<file path="config.mk">
export PLATFORM = sky130hd
export DESIGN_NAME = ebus_arb_flat
export DESIGN_NICKNAME = d
export VERILOG_FILES = /design/src/rtl/ebus_arb_pkg.sv /design/src/rtl/ebus_arb_if.sv /design/src/rtl/ebus_arb_pick.sv /design/src/rtl/ebus_arb.sv /design/src/flat_wrapper.sv
export SDC_FILE = /design/constraint.sdc
export NUM_CORES = 1
export LEC_CHECK = 0
export ABC_AREA = 1
export CAP_MARGIN = 5
export CORE_MARGIN = 2
export CORE_UTILIZATION = 32
export DETAILED_ROUTE_END_ITERATION = 10
export HOLD_SLACK_MARGIN = 0.06
export PLACE_DENSITY = 0.65
export REMOVE_ABC_BUFFERS = 1
export SYNTH_ARGS = -nofsm -noshare
export SYNTH_HDL_FRONTEND = slang
export SYNTH_SLANG_ARGS = --single-unit
export TNS_END_PERCENT = 50
</file>
<file path="constraint.sdc">
create_clock -name clk -period 2.02 [get_ports clk]
set_clock_uncertainty 0.1 [all_clocks]
set_input_delay 0.202 -clock clk [delete_from_list [all_inputs] [get_ports clk]]
set_output_delay 0.202 -clock clk [all_outputs]
set_load 0.005 [all_outputs]
</file>
<file path="src/rtl/ebus_arb_pkg.sv">
// Shared types for the EBUS arbiter: FSM states, fixed slot numbers, one-hot encode helper.
package ebus_arb_pkg;

    typedef enum logic [1:0] {
        IDLE,
        SETTLE,
        OWNED,
        TURN
    } state_t;

    localparam int PI_SLOT      = 0;
    localparam int EBOX_SLOT    = 1;
    localparam int CONSOLE_SLOT = 2;

    function automatic logic [2:0] onehot_to_idx(input logic [7:0] oh);
        logic [2:0] idx;
        idx = 3'd0;
        for (int i = 0; i < 8; i++) begin
            if (oh[i]) idx = 3'(i);
        end
        return idx;
    endfunction

endpackage

</file>
<file path="src/rtl/ebus_arb_if.sv">
// EBUS request/grant bundle: requesters sit on the master side, the arbiter on the slave side.
interface ebus_arb_if #(
    parameter int NREQ = 4
);
    logic [NREQ-1:0] req;
    logic [NREQ-1:0] rel;
    logic [NREQ-1:0] grant;
    logic [NREQ-1:0] drive_en;
    logic            busy;
    logic [2:0]      owner;

    modport master (
        output req, rel,
        input  grant, drive_en, busy, owner
    );

    modport slave (
        input  req, rel,
        output grant, drive_en, busy, owner
    );
endinterface

</file>
<file path="src/rtl/ebus_arb_pick.sv">
// Winner select: slot 0 absolute priority, then fixed lowest-index or round-robin (EBUS_ARB_RR_EN).
// Latency: combinational.
// Backpressure: none; caller decides when the one-hot result is taken.
module ebus_arb_pick
    import ebus_arb_pkg::*;
#(
    parameter int NREQ = 4
) (
    input  logic [NREQ-1:0] req,
    input  logic [2:0]      pointer,
    output logic [NREQ-1:0] winner
);

`ifdef EBUS_ARB_RR_EN
    logic [NREQ-1:0] spare;
    logic [NREQ-1:0] mask;
    logic [NREQ-1:0] hi;

    // Search spare slots from the pointer upward; if none there, wrap to the lowest spare slot.
    always_comb begin
        winner = '0;
        spare  = req;
        spare[PI_SLOT] = 1'b0;
        mask   = '0;
        for (int j = 1; j < NREQ; j++) begin
            mask[j] = (3'(j) >= pointer);
        end
        hi = spare & mask;
        if (req[PI_SLOT]) begin
            winner[PI_SLOT] = 1'b1;
        end else if (|hi) begin
            winner = hi & (~hi + NREQ'(1));
        end else begin
            winner = spare & (~spare + NREQ'(1));
        end
    end
`else
    logic unused_pointer;
    assign unused_pointer = ^pointer;

    // Lowest set bit wins, which also gives slot 0 absolute priority.
    assign winner = req & (~req + NREQ'(1));
`endif

endmodule

</file>
<file path="src/rtl/ebus_arb.sv">
// EBUS arbiter: grant -> settle -> owned -> turnaround tenure with hung-owner watchdog; EBUS_ARB_RR_EN selects round-robin.
// Latency: grant 1 cycle after req in IDLE, drive_en 1 cycle after grant, release drops grant/drive_en next edge.
// Backpressure: none; requesters hold req until granted, the watchdog reclaims a bus held too long.
module ebus_arb
    import ebus_arb_pkg::*;
#(
    parameter int NREQ    = 4,
    parameter int TIMEOUT = 64,
    parameter int CNTW    = 7
) (
    input  logic        clk,
    input  logic        RESET,
    ebus_arb_if.slave   bus,
    input  logic        clr_timeout,
    output logic        timeout,
    output logic [2:0]  timeout_who
);

    state_t          state;
    logic [CNTW-1:0] count;
    logic [NREQ-1:0] win;
    logic [2:0]      ptr;
    logic            own_req;
    logic            own_rel;
    logic            wd_hit;
    logic            wd_fire;

`ifdef EBUS_ARB_RR_EN
    logic [2:0] win_idx;
    assign win_idx = onehot_to_idx(8'(win));

    // Slot 0 grants leave the rotation where it was.
    always_ff @(posedge clk) begin
        if (RESET) begin
            ptr <= 3'(EBOX_SLOT);
        end else if (state == IDLE && |bus.req && !win[PI_SLOT]) begin
            ptr <= (win_idx == 3'(NREQ - 1)) ? 3'(EBOX_SLOT) : win_idx + 3'd1;
        end
    end
`else
    assign ptr = 3'(EBOX_SLOT);
`endif

    ebus_arb_pick #(
        .NREQ (NREQ)
    ) u_pick (
        .req     (bus.req),
        .pointer (ptr),
        .winner  (win)
    );

    // grant is one-hot on the owner while SETTLE/OWNED, so it doubles as the owner mask.
    assign own_req = |(bus.req & bus.grant);
    assign own_rel = |(bus.rel & bus.grant);
    assign wd_hit  = (count == CNTW'(TIMEOUT - 1));
    assign wd_fire = (state == OWNED) && wd_hit && own_req && !own_rel;

    always_ff @(posedge clk) begin
        if (RESET) begin
            state        <= IDLE;
            bus.grant    <= '0;
            bus.drive_en <= '0;
            bus.busy     <= 1'b0;
            bus.owner    <= 3'd0;
            timeout      <= 1'b0;
            timeout_who  <= 3'd0;
            count        <= '0;
        end else begin
            if (wd_fire) begin
                timeout     <= 1'b1;
                timeout_who <= bus.owner;
            end else if (clr_timeout) begin
                timeout <= 1'b0;
            end

            case (state)
                IDLE: begin
                    if (|bus.req) begin
                        bus.grant <= win;
                        bus.owner <= onehot_to_idx(8'(win));
                        bus.busy  <= 1'b1;
                        state     <= SETTLE;
                    end
                end
                SETTLE: begin
                    if (!own_req) begin
                        bus.grant <= '0;
                        state     <= TURN;
                    end else begin
                        bus.drive_en <= bus.grant;
                        count        <= '0;
                        state        <= OWNED;
                    end
                end
                OWNED: begin
                    count <= count + CNTW'(1);
                    if (own_rel || !own_req || wd_hit) begin
                        bus.grant    <= '0;
                        bus.drive_en <= '0;
                        state        <= TURN;
                    end
                end
                TURN: begin
                    bus.busy <= 1'b0;
                    state    <= IDLE;
                end
                default: state <= IDLE;
            endcase
        end
    end

endmodule

</file>
<file path="src/flat_wrapper.sv">
// flat-port wrapper written by rule: the top's interface ports become plain ports
module ebus_arb_flat import ebus_arb_pkg::*;
#(
    parameter int NREQ    = 4,
    parameter int TIMEOUT = 64,
    parameter int CNTW    = 7
)
  (clk, RESET, clr_timeout, timeout, timeout_who, bus_req, bus_rel, bus_grant, bus_drive_en, bus_busy, bus_owner);
  ebus_arb_if #(.NREQ(NREQ)) bus_i ();
  input  logic clk;
  input  logic RESET;
  input  logic clr_timeout;
  output logic timeout;
  output logic [2:0] timeout_who;
  input wire logic [$bits(bus_i.req)-1:0] bus_req;
  input wire logic [$bits(bus_i.rel)-1:0] bus_rel;
  output wire logic [$bits(bus_i.grant)-1:0] bus_grant;
  output wire logic [$bits(bus_i.drive_en)-1:0] bus_drive_en;
  output wire logic [$bits(bus_i.busy)-1:0] bus_busy;
  output wire logic [$bits(bus_i.owner)-1:0] bus_owner;
  assign bus_i.req = bus_req;
  assign bus_i.rel = bus_rel;
  assign bus_grant = bus_i.grant;
  assign bus_drive_en = bus_i.drive_en;
  assign bus_busy = bus_i.busy;
  assign bus_owner = bus_i.owner;
  ebus_arb #(.NREQ(NREQ), .TIMEOUT(TIMEOUT), .CNTW(CNTW)) u_core (.clk(clk), .RESET(RESET), .bus(bus_i), .clr_timeout(clr_timeout), .timeout(timeout), .timeout_who(timeout_who));
endmodule
</file>
# Word-level counts from Yosys, hierarchy flattened
# Index checks and enable logic that the tools add are counted.
# Widths: inputs -> output; s select.
dict set report totals {
  reg_bits 25
}
dict set report op_classes {
  bitwise 4
  reduce_logical 21
  muxes 19
  n_eq_ne 8
  addsub 2
}
# cell count
set op_table {}
lappend op_table {{$mux 4} 4}
lappend op_table {{$pmux 7 s2} 1}
lappend op_table {{$and 4x4->4} 3}
lappend op_table {{$pmux 4 s3} 1}
lappend op_table {{$reduce_or 4->1} 3}
lappend op_table {{$mux 2} 4}
lappend op_table {{$pmux 2 s4} 1}
lappend op_table {{$pmux 4 s2} 1}
lappend op_table {{$reduce_and 2->1} 4}
lappend op_table {{$add 7x1->7 const B} 1}
lappend op_table {{$eq 7x6->1 const B} 1}
lappend op_table {{$mux 7} 1}
lappend op_table {{$reduce_bool 2->1} 3}
lappend op_table {{$mux 1} 5}
lappend op_table {{$add 4x1->4 const B} 1}
lappend op_table {{$eq 2x2->1 const B} 2}
lappend op_table {{$ne 2x1->1 const B} 2}
lappend op_table {{$ne 2x2->1 const B} 2}
lappend op_table {{$not 4->4} 1}
lappend op_table {{$reduce_and 4->1} 1}
lappend op_table {{$logic_and 1x1->1} 3}
lappend op_table {{$reduce_and 3->1} 1}
lappend op_table {{$reduce_bool 3->1} 1}
lappend op_table {{$eq 2x1->1 const B} 1}
lappend op_table {{other kinds (4)} 6}

# Longest topological paths before layout
# Gate-level depths: netlist (run 1).
dict set report logic_depth {
  ltp_word 7
  mapped_depth 9
}

# Cells and area by module
# A second synthesis (run 1) with hierarchy kept.
dict set report hier_totals {
  cells_unflattened 189
  area_unflattened_um2 1300.0
}
# mod area_per_inst_um2 n_inst cells_per_inst
set modules_own_cells {}
lappend modules_own_cells {ebus_arb 1262.5 1 180}
lappend modules_own_cells {ebus_arb_pick 37.5 1 9}

# Least setup slack after synthesis (run 1)
# OpenSTA, ideal clock, no wires.
dict set report synth_timing {
  path_kind {reg2reg}
  start {register u_core.state[0]}
  end {register u_core.count[6]}
  n_path_buf 1
  t_required_ns 1.799
  setup_slack_ns 0.392
  t_arrival_ns 1.407
  setup_time_ns 0.121
  synth_period_minus_slack_ns 1.628
  path_stages_with_launch 8
  cell_sequence {dfxtp_1 inv_1 ha_1 clkbuf_1 nand2_2 nor2_1 xor2_1 nor2_1}
}
dict set report synth_via {
  elab_chain_len 3
  elab_cells_between_ends 6
  classes_between {eq/ne (3); mux (1); reduce/logical (2)}
}
# item line_no
set synth_lines {}
lappend synth_lines {{from (decl)} ebus_arb.sv:19} ;# state_t state;
lappend synth_lines {{from (signal assigned)} ebus_arb.sv:60} ;# state <= IDLE;
lappend synth_lines {{from (signal assigned)} ebus_arb.sv:82} ;# state <= SETTLE;
lappend synth_lines {{from (signal assigned)} ebus_arb.sv:88} ;# state <= TURN;
lappend synth_lines {{$eq 2x1->1 or $eq 2x2->1 (tied branches)} ebus_arb.sv:76} ;# case (state)
lappend synth_lines {{$ne 2x1->1 (no line) or $reduce_bool 2->1 (tied branches)} -}
lappend synth_lines {{$reduce_and 2->1 (no line)} -}
lappend synth_lines {{to (signal assigned)} ebus_arb.sv:96} ;# count <= count + CNTW'(1);
lappend synth_lines {{to (decl)} ebus_arb.sv:20} ;# logic [CNTW-1:0] count;
# Parallel ways exist; a longest one is shown, timed or not.
# A chain may end at the register's enable or synchronous reset.

# Final worst setup path (run 1)
dict set report layout_timing {
  start {register u_core.state[0]}
  end {register u_core.bus.drive_en[2]}
}
dict set report layout_via {
  elab_chain_len 3
  elab_cells_between_ends 7
  classes_between {eq/ne (4); mux (1); reduce/logical (2)}
}
# item line_no
set layout_lines {}
lappend layout_lines {{$eq 2x2->1 or $eq 2x1->1 (tied branches)} ebus_arb.sv:76}
lappend layout_lines {{$ne 2x2->1 (no line), or another cell as far along} -}
lappend layout_lines {{$reduce_and 3->1 (no line)} -}
lappend layout_lines {{to (signal assigned)} ebus_arb.sv:90} ;# bus.drive_en <= bus.grant;
lappend layout_lines {{to (decl)} ebus_arb_if.sv:19} ;# output grant, drive_en, busy, owner
# Parallel ways exist; a longest one is shown, timed or not.

==> flow_summary.ini, run 1 <==
[outcome]
status = completed

[timing]
setup_viol = 0
period_share_pct = 86.4
rsz0062_at_grt = false
hold_viol = 0
timing.fmax_mhz = 573
report.final.slew_viol_count = 0
setup_ws_ns = 0.275
layout_min_cycle_time_ns = 1.75
final.setup.tns_ns = 0

[global_route]
grt_remaining_overflow = 0
grt_pass1_vias = 1092
antenna_found_initial = 0
grt_pass1_wl_um = 4830
grt_usage_pct = 14.1
grt_max_degree = 13

[yosys]
synth_edf_count = 0
yosysWarnings = 0
synth_cell_types = 27
synth_top_cell_by_area = dfxtp_1
yosysSeqAreaShare_pct = 37.0
synth_area_mm2 = 0.00124
ys_ff_latch = 23
ys_top_cells_by_area = dfxtp_1, nand2_1, a21oi_1, nor2_1, inv_1
synthCells = 175
ys.flop_type = dfxtp_1
yosys.area.top_type_share_pct = 37.0
syn_area_per_cell_um2 = 7.11
ys_async_sr_fraction_pct = 0

[drt]
routed_wl_um = 2770
route.detailed.drc = 0
dr.pass1.iters = 4
viasPerCell = 4.63
num_vias = 1158
detail-route-antenna-nets = 0
first_iter_violations = 34
routedWlPerCell_um = 11.1

[layout]
final_common_cell = nand2_1
finalNetCount = 219
syn_to_final_growth_pct = 27.5
drive_gt1_share_pct = 11.4
final_cells = 250
n_antenna_cell = 0
layout_common_cells = nand2_1, clkdlybuf4s50_1, dfxtp_1

[floorplanning]
rows = 22
start_util_pct = 33.7
core_mm2 = 0.00369
ios = 27
die_y_um = 66.3
design.die.area_mm2 = 0.00440
die_w_um = 66.3

[placement]
gp_congestion = 0.877
dp_hpwl_um = 2160
portBuffers = 24
dp_slack_ns = 0.247
placedCellCount = 246

[setup_path]
start_kind = register
r2r-start = u_core.state[0]
r2r_slack_ns = 0.27
r2r_cells = 6
crit_cells = 6
cpPeakStageDelay_ns = 0.45
crit_path_start = u_core.state[0]
worstPathArrival_ns = 1.85
path_buf_inv = 1
r2r-end = u_core.bus.drive_en[2]
cp_data_required_time_ns = 2.13
path_class = register to register
critPathCapture = u_core.bus.drive_en[2]
path_delay_family = simple AND/OR/NAND/NOR gates
cpMaxStageDelayCell = ha_1
worstPathCellList = inv_1, ha_1, nand2_2, nor2_2, nand2_1, a21oi_1
end_kind = register
cp_max_fo = 10

[hold_path]
hold_class = register to register

[clock_network]
cts_max_path_buffers = 2
cts_root_buffer = clkbuf_8
cts.sinks = 23
clk-insertion-delay-late_ns = 0.27
cts_tree = yes
cts_resized = 0
numCtsBuffers = 3
ctsHoldBuffers = 0
htree_levels = 1
post-cts-setup-buffers = 0
path_clk_slew_ns = 0.09

[power_and_ir_drop]
fin_total_pwr_mw = 1.87
switchingPower_uw = 808
p_int_mw = 1.06
peakVddDrop_mv = 0.517
p_comb_share_pct = 49.2
share_seq_of_total_power_pct = 35.1
switching_share_pct = 43.3
clkPwrFrac_pct = 15.7
p_per_area_mw_per_mm2 = 1180
p_leak_nw = 0.647

[flow_run]
cap_violations = 0
==> cell type report <==
cell class              count  area [um^2]
flip-flops and latches     23          460
multi-input cells         127          682
clock buffers               4         45.0
well taps                  48         60.1
repair buffers             26          255
fillers                   394         2100
inverters                  22         82.6
==> cell usage after synthesis (2+ instances only) <==
master    count
nor2_2        3
nand2_2       3
nand2_1      43
a211oi_1      2
inv_2         4
nand4_1       6
o21ai_0       5
nor2_1       21
nand3_4       2
nor3_1        3
inv_1        18
nand3_2       3
nand3_1       5
dfxtp_1      23
buf_4         2
ha_1          5
clkbuf_1      2
a21oi_1      16
==> sequential cells by signal (all words and copies together), names as in the netlist <==
register             cells
u_core.bus.owner         2
u_core.timeout           1
u_core.bus.drive_en      4
u_core.count             7
u_core.timeout_who       2
u_core.bus.grant         4
u_core.state             2
u_core.bus.busy          1
==> worst min path at each step <==
stage	from	to	slack (ns)	depth (start not counted)
floorplan	RESET	u_core.bus.drive_en[0]	0.17	1
global placement	u_core.bus.drive_en[0]	u_core.bus.drive_en[0]	0.36	2
detailed placement	u_core.bus.drive_en[1]	u_core.bus.drive_en[1]	0.36	2
CTS	u_core.bus.drive_en[1]	u_core.bus.drive_en[1]	0.37	2
global route	u_core.bus.drive_en[2]	u_core.bus.drive_en[2]	0.38	2
finish	u_core.bus.drive_en[1]	u_core.bus.drive_en[1]	0.36	2
==> stage by stage <==
step | hold slack (ns) | instance area, um^2 | utilization (%)
final | 0.362 | 1590 | 43.0
after global routing | 0.385 | 1590 | 43.0
after CTS | 0.367 | 1590 | 43.0
after detailed placement | 0.355 | 1540 | 41.8
after global placement | 0.355 | 1540 | 41.8
after floorplan | 0.171 | 1220 | -
==> logic make-up after synthesis <==
group | synth area share (%)
flops | 37.0
compound gates | 13.4
xor+xnor | 1.41
other cells | 0.302
buf+inv | 8.45
fa+ha+maj | 5.03
simple gates | 34.4
==> power groups by stage <==
stage	Clock, mW	Sequential [mW]	Combinational (mW)
6_report	0.292	0.655	0.919
5_1_grt	0.324	0.673	1.04
4_1_cts	0.297	0.658	0.925
3_5_place_dp	0	0.666	0.918
3_3_place_gp	0	0.665	0.922
2_1_floorplan	0	0.642	0.623
==> worst register-to-register path: cells and delay by family (launching register included) <==
family	cells	cell delay, ns
buffers and inverters	1	0.10
flip-flops	1	0.42
AO/OA/AOI/OAI	1	0.14
adder cells (fa/ha/maj)	1	0.45
AND/OR/NAND/NOR	3	0.48
==> metal layers <==
layer  GRT usage (%)  vias to the layer above  wire length [um]
li1                -                      617                 -
met1            18.2                      509              1370
met2            22.8                       30              1220
met3            3.24                        2               157
met4            5.36                        0                28
met5               0                        -                 0
(Power assumes the default switching activity.)
==> run 2, diff against run 1 <==
--- a/config.mk
+++ b/config.mk
@@ -7,7 +7,6 @@
 export LEC_CHECK = 0
 export ABC_AREA = 1
 export CAP_MARGIN = 5
-export CORE_MARGIN = 2
 export CORE_UTILIZATION = 32
 export DETAILED_ROUTE_END_ITERATION = 10
 export HOLD_SLACK_MARGIN = 0.06
==> flow_summary.ini, run 2 (synthesis gave the netlist of run 1 again) <==
[power_and_ir_drop]
clkPwrFrac_pct = 15.9
p_per_area_mw_per_mm2 = 1160
p_comb_share_pct = 48.6
switching_share_pct = 42.7
share_seq_of_total_power_pct = 35.5
p_int_mw = 1.05
peakVddDrop_mv = 0.460
p_leak_nw = 0.642
switchingPower_uw = 783
fin_total_pwr_mw = 1.83

[layout]
layout_common_cells = nand2_1, clkdlybuf4s50_1, dfxtp_1
largest_reg_flops = 7
num-fill-cells = 401
finalNetCount = 218
regArea_um2 = 460
syn_to_final_growth_pct = 26.9
top_regs = u_core.count: 7 flops, u_core.bus.drive_en: 4 flops, u_core.bus.grant: 4 flops
multi_input_area_um2 = 682
n_antenna_cell = 0
final_cells = 249
final_common_cell = nand2_1
top_register = u_core.count
drive_gt1_share_pct = 10.9

[global_route]
grt_remaining_overflow = 0
grt_max_degree = 13
antenna_found_initial = 0
grt_usage_pct = 15.3
grt_pass1_wl_um = 4930
grt_pass1_vias = 1101

[timing]
layout_min_cycle_time_ns = 1.75
final.setup.tns_ns = 0
report.final.slew_viol_count = 0
hold_viol = 0
rsz0062_at_grt = false
hold_ws_ns = 0.366
setup_viol = 0
timing.fmax_mhz = 572
period_share_pct = 86.5
setup_ws_ns = 0.272

[clock_network]
cts_resized = 0
cts_tree = yes
path_clk_slew_ns = 0.08
htree_levels = 1
cts_root_buffer = clkbuf_8
cts.sinks = 23
ctsHoldBuffers = 0
numCtsBuffers = 3
post-cts-setup-buffers = 0
cts_max_path_buffers = 2
clk-insertion-delay-late_ns = 0.27

[floorplanning]
design.die.area_mm2 = 0.00414
die_w_um = 64.3
core_mm2 = 0.00369
start_util_pct = 33.7
die_y_um = 64.3
ios = 27
rows = 22

[drt]
viasPerCell = 4.57
first_iter_violations = 33
dr.pass1.iters = 4
route.detailed.drc = 0
routedWlPerCell_um = 11.0
detail-route-antenna-nets = 0
num_vias = 1139
routed_wl_um = 2730

[placement]
placedCellCount = 245
dp_slack_ns = 0.276
dp_hpwl_um = 2040
portBuffers = 24
gp_congestion = 0.779

[setup_path]
cp_max_fo = 10
path_class = register to register
end_kind = register
cp_data_required_time_ns = 2.08
start_kind = register
r2r_slack_ns = 0.27
worstPathArrival_ns = 1.81

[hold_path]
hold_class = register to register

[outcome]
status = completed

[flow_run]
cap_violations = 0
## run 2: layer usage
layer | vias up | part of all wire (%) | routed length (um) | GRT usage [%]
met5 | - | 0 | 0 | 0
met1 | 503 | 51 | 1380 | 20.3
li1 | 610 | - | - | -
met2 | 21 | 44 | 1210 | 24.3
met4 | 0 | 1.5 | 40 | 5.83
met3 | 5 | 3.5 | 96 | 2.68
## run 2: through the flow
stage,utilization (%),instance area (um^2)
after global placement,41.6,1530
after floorplan,-,1220
after global routing,42.8,1580
final,42.8,1580
after detailed placement,41.6,1530
after CTS,42.8,1580
## run 2: path summary, 6_finish.rpt
path,start,cells after the start,end
max,u_core.state[0],6,u_core.count[6]
min,u_core.bus.drive_en[1],2,u_core.bus.drive_en[1]
min reg2reg,u_core.bus.drive_en[1],2,u_core.bus.drive_en[1]
max reg2reg,u_core.state[0],6,u_core.count[6]
## run 2: final cells by class
class | count | area share [%]
Sequential cell | 23 | 29.2
Tap cell | 48 | 3.81
Multi-Input combinational cell | 127 | 43.2
Inverter | 22 | 5.23
Timing Repair Buffer | 25 | 15.7
Clock buffer | 4 | 2.85
## run 2: worst max-delay path, cell delays in order (launching register included)
cell and delay, ns:
dfxtp_1 0.41, inv_1 0.11, ha_1 0.45, nand2_2 0.20, nor2_1 0.16, xor2_1 0.16, nor2_1 0.05
## run 2: power groups by stage
stage,Sequential [mW],Combinational [mW],Clock [mW]
global route,0.670,1.02,0.318
floorplan,0.642,0.623,0
CTS,0.653,0.896,0.304
global placement,0.663,0.890,0
finish,0.651,0.890,0.292
detailed placement,0.660,0.891,0
